==> src/rtl/decode.sv <==
// ============================================================================
// Module      : decode
// Description : LC3 decode stage. Waits MEM_LATENCY cycles for instruction
//               memory, latches the IR and splits it into fields. The optional
//               reserved-opcode trap is enabled with DECODE_ILLEGAL_TRAP_EN.
// Revision    : 1.0 - initial release
// ============================================================================
`default_nettype none

module decode #(
  parameter int MEM_LATENCY = 2
) (
  input  logic        clk,
  input  logic        rst_n,
  input  logic        decode_start,
  input  logic [15:0] mem_data_in,
  output logic        busy,
  output logic        execute_start,
  output logic [15:0] ir_out,
  output logic [3:0]  opCode_out,
  output logic [2:0]  dr_out,
  output logic [2:0]  sr1_out,
  output logic [2:0]  sr2_out,
  output logic        imm_flag_out,
  output logic [15:0] imm5_out,
  output logic [8:0]  offset_out,
  output logic [10:0] offset11_out,
  output logic [2:0]  br_nzp_out
`ifdef DECODE_ILLEGAL_TRAP_EN
  ,
  output logic        illegal_out
`endif
);

  localparam logic [3:0] c_cnt_init = 4'(MEM_LATENCY - 1);

  typedef enum logic [1:0] {
    S_IDLE  = 2'd0,
    S_WAIT  = 2'd1,
    S_ISSUE = 2'd2
  } state_t;

  state_t      r_state;
  state_t      w_state_next;
  logic [3:0]  r_cnt;
  logic [15:0] r_ir;
  logic        w_accept;
  logic        w_capture;

  always_comb begin
    w_state_next = r_state;
    w_accept     = 1'b0;
    w_capture    = 1'b0;
    case (r_state)
      S_IDLE: begin
        if (decode_start) begin
          w_state_next = S_WAIT;
          w_accept     = 1'b1;
        end
      end
      S_WAIT: begin
        if (r_cnt == 4'd0) begin
          w_state_next = S_ISSUE;
          w_capture    = 1'b1;
        end
      end
      S_ISSUE: begin
        // A start during ISSUE is accepted directly, skipping IDLE.
        if (decode_start) begin
          w_state_next = S_WAIT;
          w_accept     = 1'b1;
        end else begin
          w_state_next = S_IDLE;
        end
      end
      default: w_state_next = S_IDLE;
    endcase
  end

  always_ff @(posedge clk or negedge rst_n) begin
    if (!rst_n) begin
      r_state <= S_IDLE;
      r_cnt   <= 4'd0;
      r_ir    <= 16'h0000;
    end else begin
      r_state <= w_state_next;
      if (w_accept) begin
        r_cnt <= c_cnt_init;
      end else if (r_state == S_WAIT && r_cnt != 4'd0) begin
        r_cnt <= r_cnt - 4'd1;
      end
      if (w_capture) begin
        r_ir <= mem_data_in;
      end
    end
  end

  assign busy = (r_state == S_WAIT);

`ifdef DECODE_ILLEGAL_TRAP_EN
  logic w_illegal;
  assign w_illegal     = (r_ir[15:12] == 4'b1101);
  assign illegal_out   = w_illegal;
  assign execute_start = (r_state == S_ISSUE) && !w_illegal;
`else
  assign execute_start = (r_state == S_ISSUE);
`endif

  // Field outputs are pure wiring from the IR; only imm5 is sign-extended.
  assign ir_out       = r_ir;
  assign opCode_out   = r_ir[15:12];
  assign dr_out       = r_ir[11:9];
  assign sr1_out      = r_ir[8:6];
  assign sr2_out      = r_ir[2:0];
  assign imm_flag_out = r_ir[5];
  assign imm5_out     = {{11{r_ir[4]}}, r_ir[4:0]};
  assign offset_out   = r_ir[8:0];
  assign offset11_out = r_ir[10:0];
  assign br_nzp_out   = r_ir[11:9];

endmodule

`default_nettype wire

==> config.mk <==
export PLATFORM = sky130hd
export DESIGN_NAME = decode
export DESIGN_NICKNAME = d
export VERILOG_FILES = /design/src/rtl/decode.sv
export SDC_FILE = /design/constraint.sdc
export NUM_CORES = 1
export LEC_CHECK = 0
export BUFFER_PORTS_ARGS = -buffer_cell sky130_fd_sc_hd__buf_2
export CORE_ASPECT_RATIO = 2
export CORE_UTILIZATION = 24
export DETAILED_ROUTE_END_ITERATION = 12
export PLACE_DENSITY = 0.51
export REMOVE_ABC_BUFFERS = 1
export SYNTH_ARGS = -nofsm -noshare
export SYNTH_HDL_FRONTEND = slang
export SYNTH_SLANG_ARGS = --single-unit
export TNS_END_PERCENT = 5
==> constraint.sdc <==
create_clock -name clk -period 1.9 [get_ports clk]
set_clock_uncertainty 0.2 [all_clocks]
set_input_delay 0.095 -clock clk [delete_from_list [all_inputs] [get_ports clk]]
set_output_delay 0.095 -clock clk [all_outputs]
set_load 0.02 [all_outputs]
* Yosys cells after proc, flatten, opt, wreduce, memory -nomap -nowiden *
Index checks and enable logic that the tools add are counted.
Widths: inputs -> output; s select.

storage, ports and cells
  output and inout bits = 71
  word-level logic and storage cells = 25
  bits of input ports = 19
  bits in registers = 22

cells by class
  muxes and demuxes = 10
  equality and inequality tests = 4
  add/subtract/negate cells = 1
  reductions and logical operators = 7

operators with widths
  operator             count
  $mux 4               2
  $pmux 2 s3           1
  $mux 1               5
  $logic_not 4->1      1
  $mux 2               2
  $reduce_bool 4->1    1
  $sub 4x1->4 const B  1
  $eq 2x1->1 const B   1
  $eq 2x2->1 const B   1
  $logic_not 2->1      1
  $ne 2x1->1 const B   1
  $ne 2x2->1 const B   1
  $reduce_and 2->1     1
  $reduce_bool 2->1    1
  $reduce_or 2->1      1
  $logic_and 1x1->1    1

* Logic depth before layout (Yosys ltp) *
  word-level depth = 4
  mapped depth = 6
  mapped depth without buffers = 5

* Worst setup path after synthesis *
No wires, ideal clock.

  kind = register to register
  start point = reg r_cnt[0]
  end point = reg r_ir[10] (netlist: ir_out[10])
  clock period less this slack = 1.756 ns
  arrival = 1.431 ns
  stages on the path, launching flop included = 7
  required time = 1.575 ns
  buffers on the path = 1
  path slack = 0.144 ns
  path through = dfrtp_1 -> inv_1 -> ha_1 -> nor3b_4 -> nand2_4 -> buf_6 -> mux2_4

on the way
  cells in the longest elaborated chain, start to end = 3

RTL lines
  item                    line  source
  from (decl)             45    logic [3:0] r_cnt;
  from (signal assigned)  88    r_cnt <= c_cnt_init;
  from (signal assigned)  90    r_cnt <= r_cnt - 4'd1;
  $logic_not 4->1         62    if (r_cnt == 4'd0) begin
  $mux 1                  62
  $mux 1                  54    case (r_state)
  to (signal assigned)    93    r_ir <= mem_data_in;
  to (decl)               46    logic [15:0] r_ir;

Every way passes these cells.
A chain may end at the register's enable or synchronous reset.

* Final worst setup path *
  start point = reg r_cnt[1]
  end point = reg r_ir[13] (netlist: ir_out[13])

The elaborated chain is that of the path after synthesis.

==> summary.md <==
| Metric | Value |
|---|---|
| Final ANT Viol Nets | 0 |
| Post-DR vias/cell | 4.059 |
| Final Cell Area | 0.001729 mm2 |
| Dominant synthesized flop cell | dfrtp_1 |
| Max-slew headroom | 0.6627 |
| Area of the core | approximately 0.0054 mm2 |
| Worst Hold Class | input port to asynchronous set/reset pin |
| Post-synth EDFFs | 0 |
| Seq/Total Area, Yosys | 0.4067 |
| First-pass GRT wire length | 3857 um |
| Max-cap viol count | 0 |
| Syn Inst Count | 120 |
| WP data required | 1.85 ns |
| Crit path from | r_cnt[1] |
| Die Y | 108.2 um |
| Routed WL | 2507 um |
| Final Critical Period | 1.786 ns |
| Chip width | between 50 and 60 um |
| Placed instance count | 215 |
| Largest net degree at the start of global routing | 23 |
| PortBufs | 89 |
| CP Capture Type | register |
| Mapped Avg Cell Area | 11.28 um2 |
| Final Max Slew Viols | 0 |
| # IOs | 90 |
| Clock Pin Slew Worst Setup and Hold Paths | 0.08 ns |
| Vias | 962 |
| Slowest CP cell | dfrtp_1 |
| Final RePlAce weighted congestion | between 0.6 and 0.7 |
| Post-synth top area cell | dfrtp_1 |
| All-Layer GR Usage | 0.08817 |
| Outcome | finished clean |
| Hold slack | 0.1240 ns |
| Antenna violations before repair | 0 |
| Nets | ~200 |
| Number of buffers created by CTS | 3 |
| Vias in the first global route | 903 |
| Post-Syn Area | 0.001354 mm2 |
| Clock Path Buffers | 2 |
| Distinct cell type count after synthesis | 20 |
| Async S/R FF share, synth | 1.000 |
| Clk sinks | 22 |
| CP startpoint kind | register |
| GRT overflow | 0 |
| Slew at the pin closest to its max-slew limit | 0.5059 ns |
| Reg2Reg Launch Point | r_cnt[1] |
| Die footprint | 0.005963 mm2 |
| Synth warnings | 0 |
| Clk_lat worst skew | between 0.2 and 0.3 ns |
| Drt drc | 0 |
| Diodes inserted | 0 |
| Register area | 550.5 um2 |
| Count of final setup violators | 0 |
| Detail Placement HPWL | 1734 um |
| Final hold vios | 0 |
| Post-synth top area share | 0.4067 |
| WP buf/inv | 1 |
| Multi-input logic area | about 390 um2 |
| Fraction of layout cells with a size suffix above 1 | 0.6328 |
| Arrival time of the worst setup path | 1.74 ns |
| Delay-heaviest family, CP | simple AND/OR/NAND/NOR gates |
| # H-tree levels | 1 |
| Flops & latches, synth | 22 |
| Synthesis-to-layout area growth | 27.73% |
| Most common cell in the netlist | buf_4 |
| CTS tree | yes |
| DRT iter0 DRCs | 21 |
| Root Driver | clkbuf_8 |
| First-pass detailed-route iteration total | 3 |
| Row cnt | 38 |
| Worst stage delay on the critical path | 0.40 ns |
| Period utilization | 0.9401 |
| Routed len/inst | between 10 and 15 um |
| Cell Count, Final, Fillers Out | 237 |
| Fill count | 585 |
| Post-DP Area | 0.001465 mm2 |
| RSZ-0062 raised after global routing | no |
| Area contributors post-synth | dfrtp_1 (41%), buf_4 (29%), mux2_4 (10%) |
| Starting Density | 0.2498 |
| Achievable Freq | 559.9 MHz |
| Fin Setup TNS | 0 ns |
| Worst Path Class, Setup | register to register |
| Crit path max fanout | 17 |
| Post-synth top cells | buf_4 (53), dfrtp_1 (22), mux2_4 (9) |
| CP cell instances | inv_1, ha_4, nor3b_4, nand2_4, mux2_4 |
## worst paths after layout
path | end | slack, ns | cells after the start
worst max-delay path | ir_out[13] | 0.11 | 5
worst max register to register | ir_out[13] | 0.11 | 5
worst min-delay path | r_cnt[3] | 0.12 | 2
max in group asynchronous | r_state[0] | 1.03 | 2
min in group clk | r_cnt[0] | 0.31 | 1
worst min register to register | r_cnt[0] | 0.31 | 1
## per-layer routing
layer | track usage | vias up | wire length (um)
met2 | 0.1566 | 66 | 1284
met3 | 0.01688 | 5 | 214
li1 | - | 449 | -
met1 | 0.09507 | 442 | 968
met5 | 0 | - | 0
met4 | 0.03750 | 0 | 41
## cells by family (layout without fill, tap and decap cells)
group	count (synthesis)	after routing	share of synthesized area
adder cells (fa/ha/maj)	1	1	0.009241
multiplexers	18	18	0.1728
AND/OR/NAND/NOR	15	15	0.07302
AO/OA/AOI/OAI	5	5	0.02218
buffers and inverters	59	116	0.3161
flip-flops	22	22	0.4067
## sequential cells by signal, summed over array words and instances (netlist names)
| register | count |
|---|---|
| ir_out | 16 |
| r_state | 2 |
| r_cnt | 4 |
## stage by stage
stage	util	worst slack, ns
2_1_floorplan	-	-0.8640
3_3_place_gp	0.2703	0.1155
3_5_place_dp	0.2703	0.06856
4_1_cts	0.3167	0.06220
5_1_grt	0.3190	0.03410
6_report	0.3190	0.1139
## placed cells by master, fill, tap and decap left out, drive strengths merged
cell type	n
a21oi	2
a221o	1
buf	89
bufinv	1
clkbuf	3
dfrtp	22
dlygate4sd3	18
ha	1
inv	5
mux2	16
mux2i	2
nand2	4
nand2b	3
nor2	3
nor2b	1
nor3	1
nor3b	1
nor4	1
nor4bb	1
o21ai	2
## area by class of cell
cell class,count,share of cell area
timing repair buffer,107,0.3618
tap,60,0.04342
multi-input combinational,39,0.2243
clock inverter,1,0.01737
inverter,5,0.01085
clock buffer,3,0.02388
sequential,22,0.3184
## what timing repair did
action | 4_1_cts | 5_1_grt
setup endpoints to repair | 0 | 11
hold buffers | 18 | 0
buffers inserted | 0 | 0
resized for setup | 0 | 2
endpoints found under the hold margin | 42 | 0
Power is not shown: default switching activity piles up to over one toggle a cycle in this logic, so the estimate is an artifact.
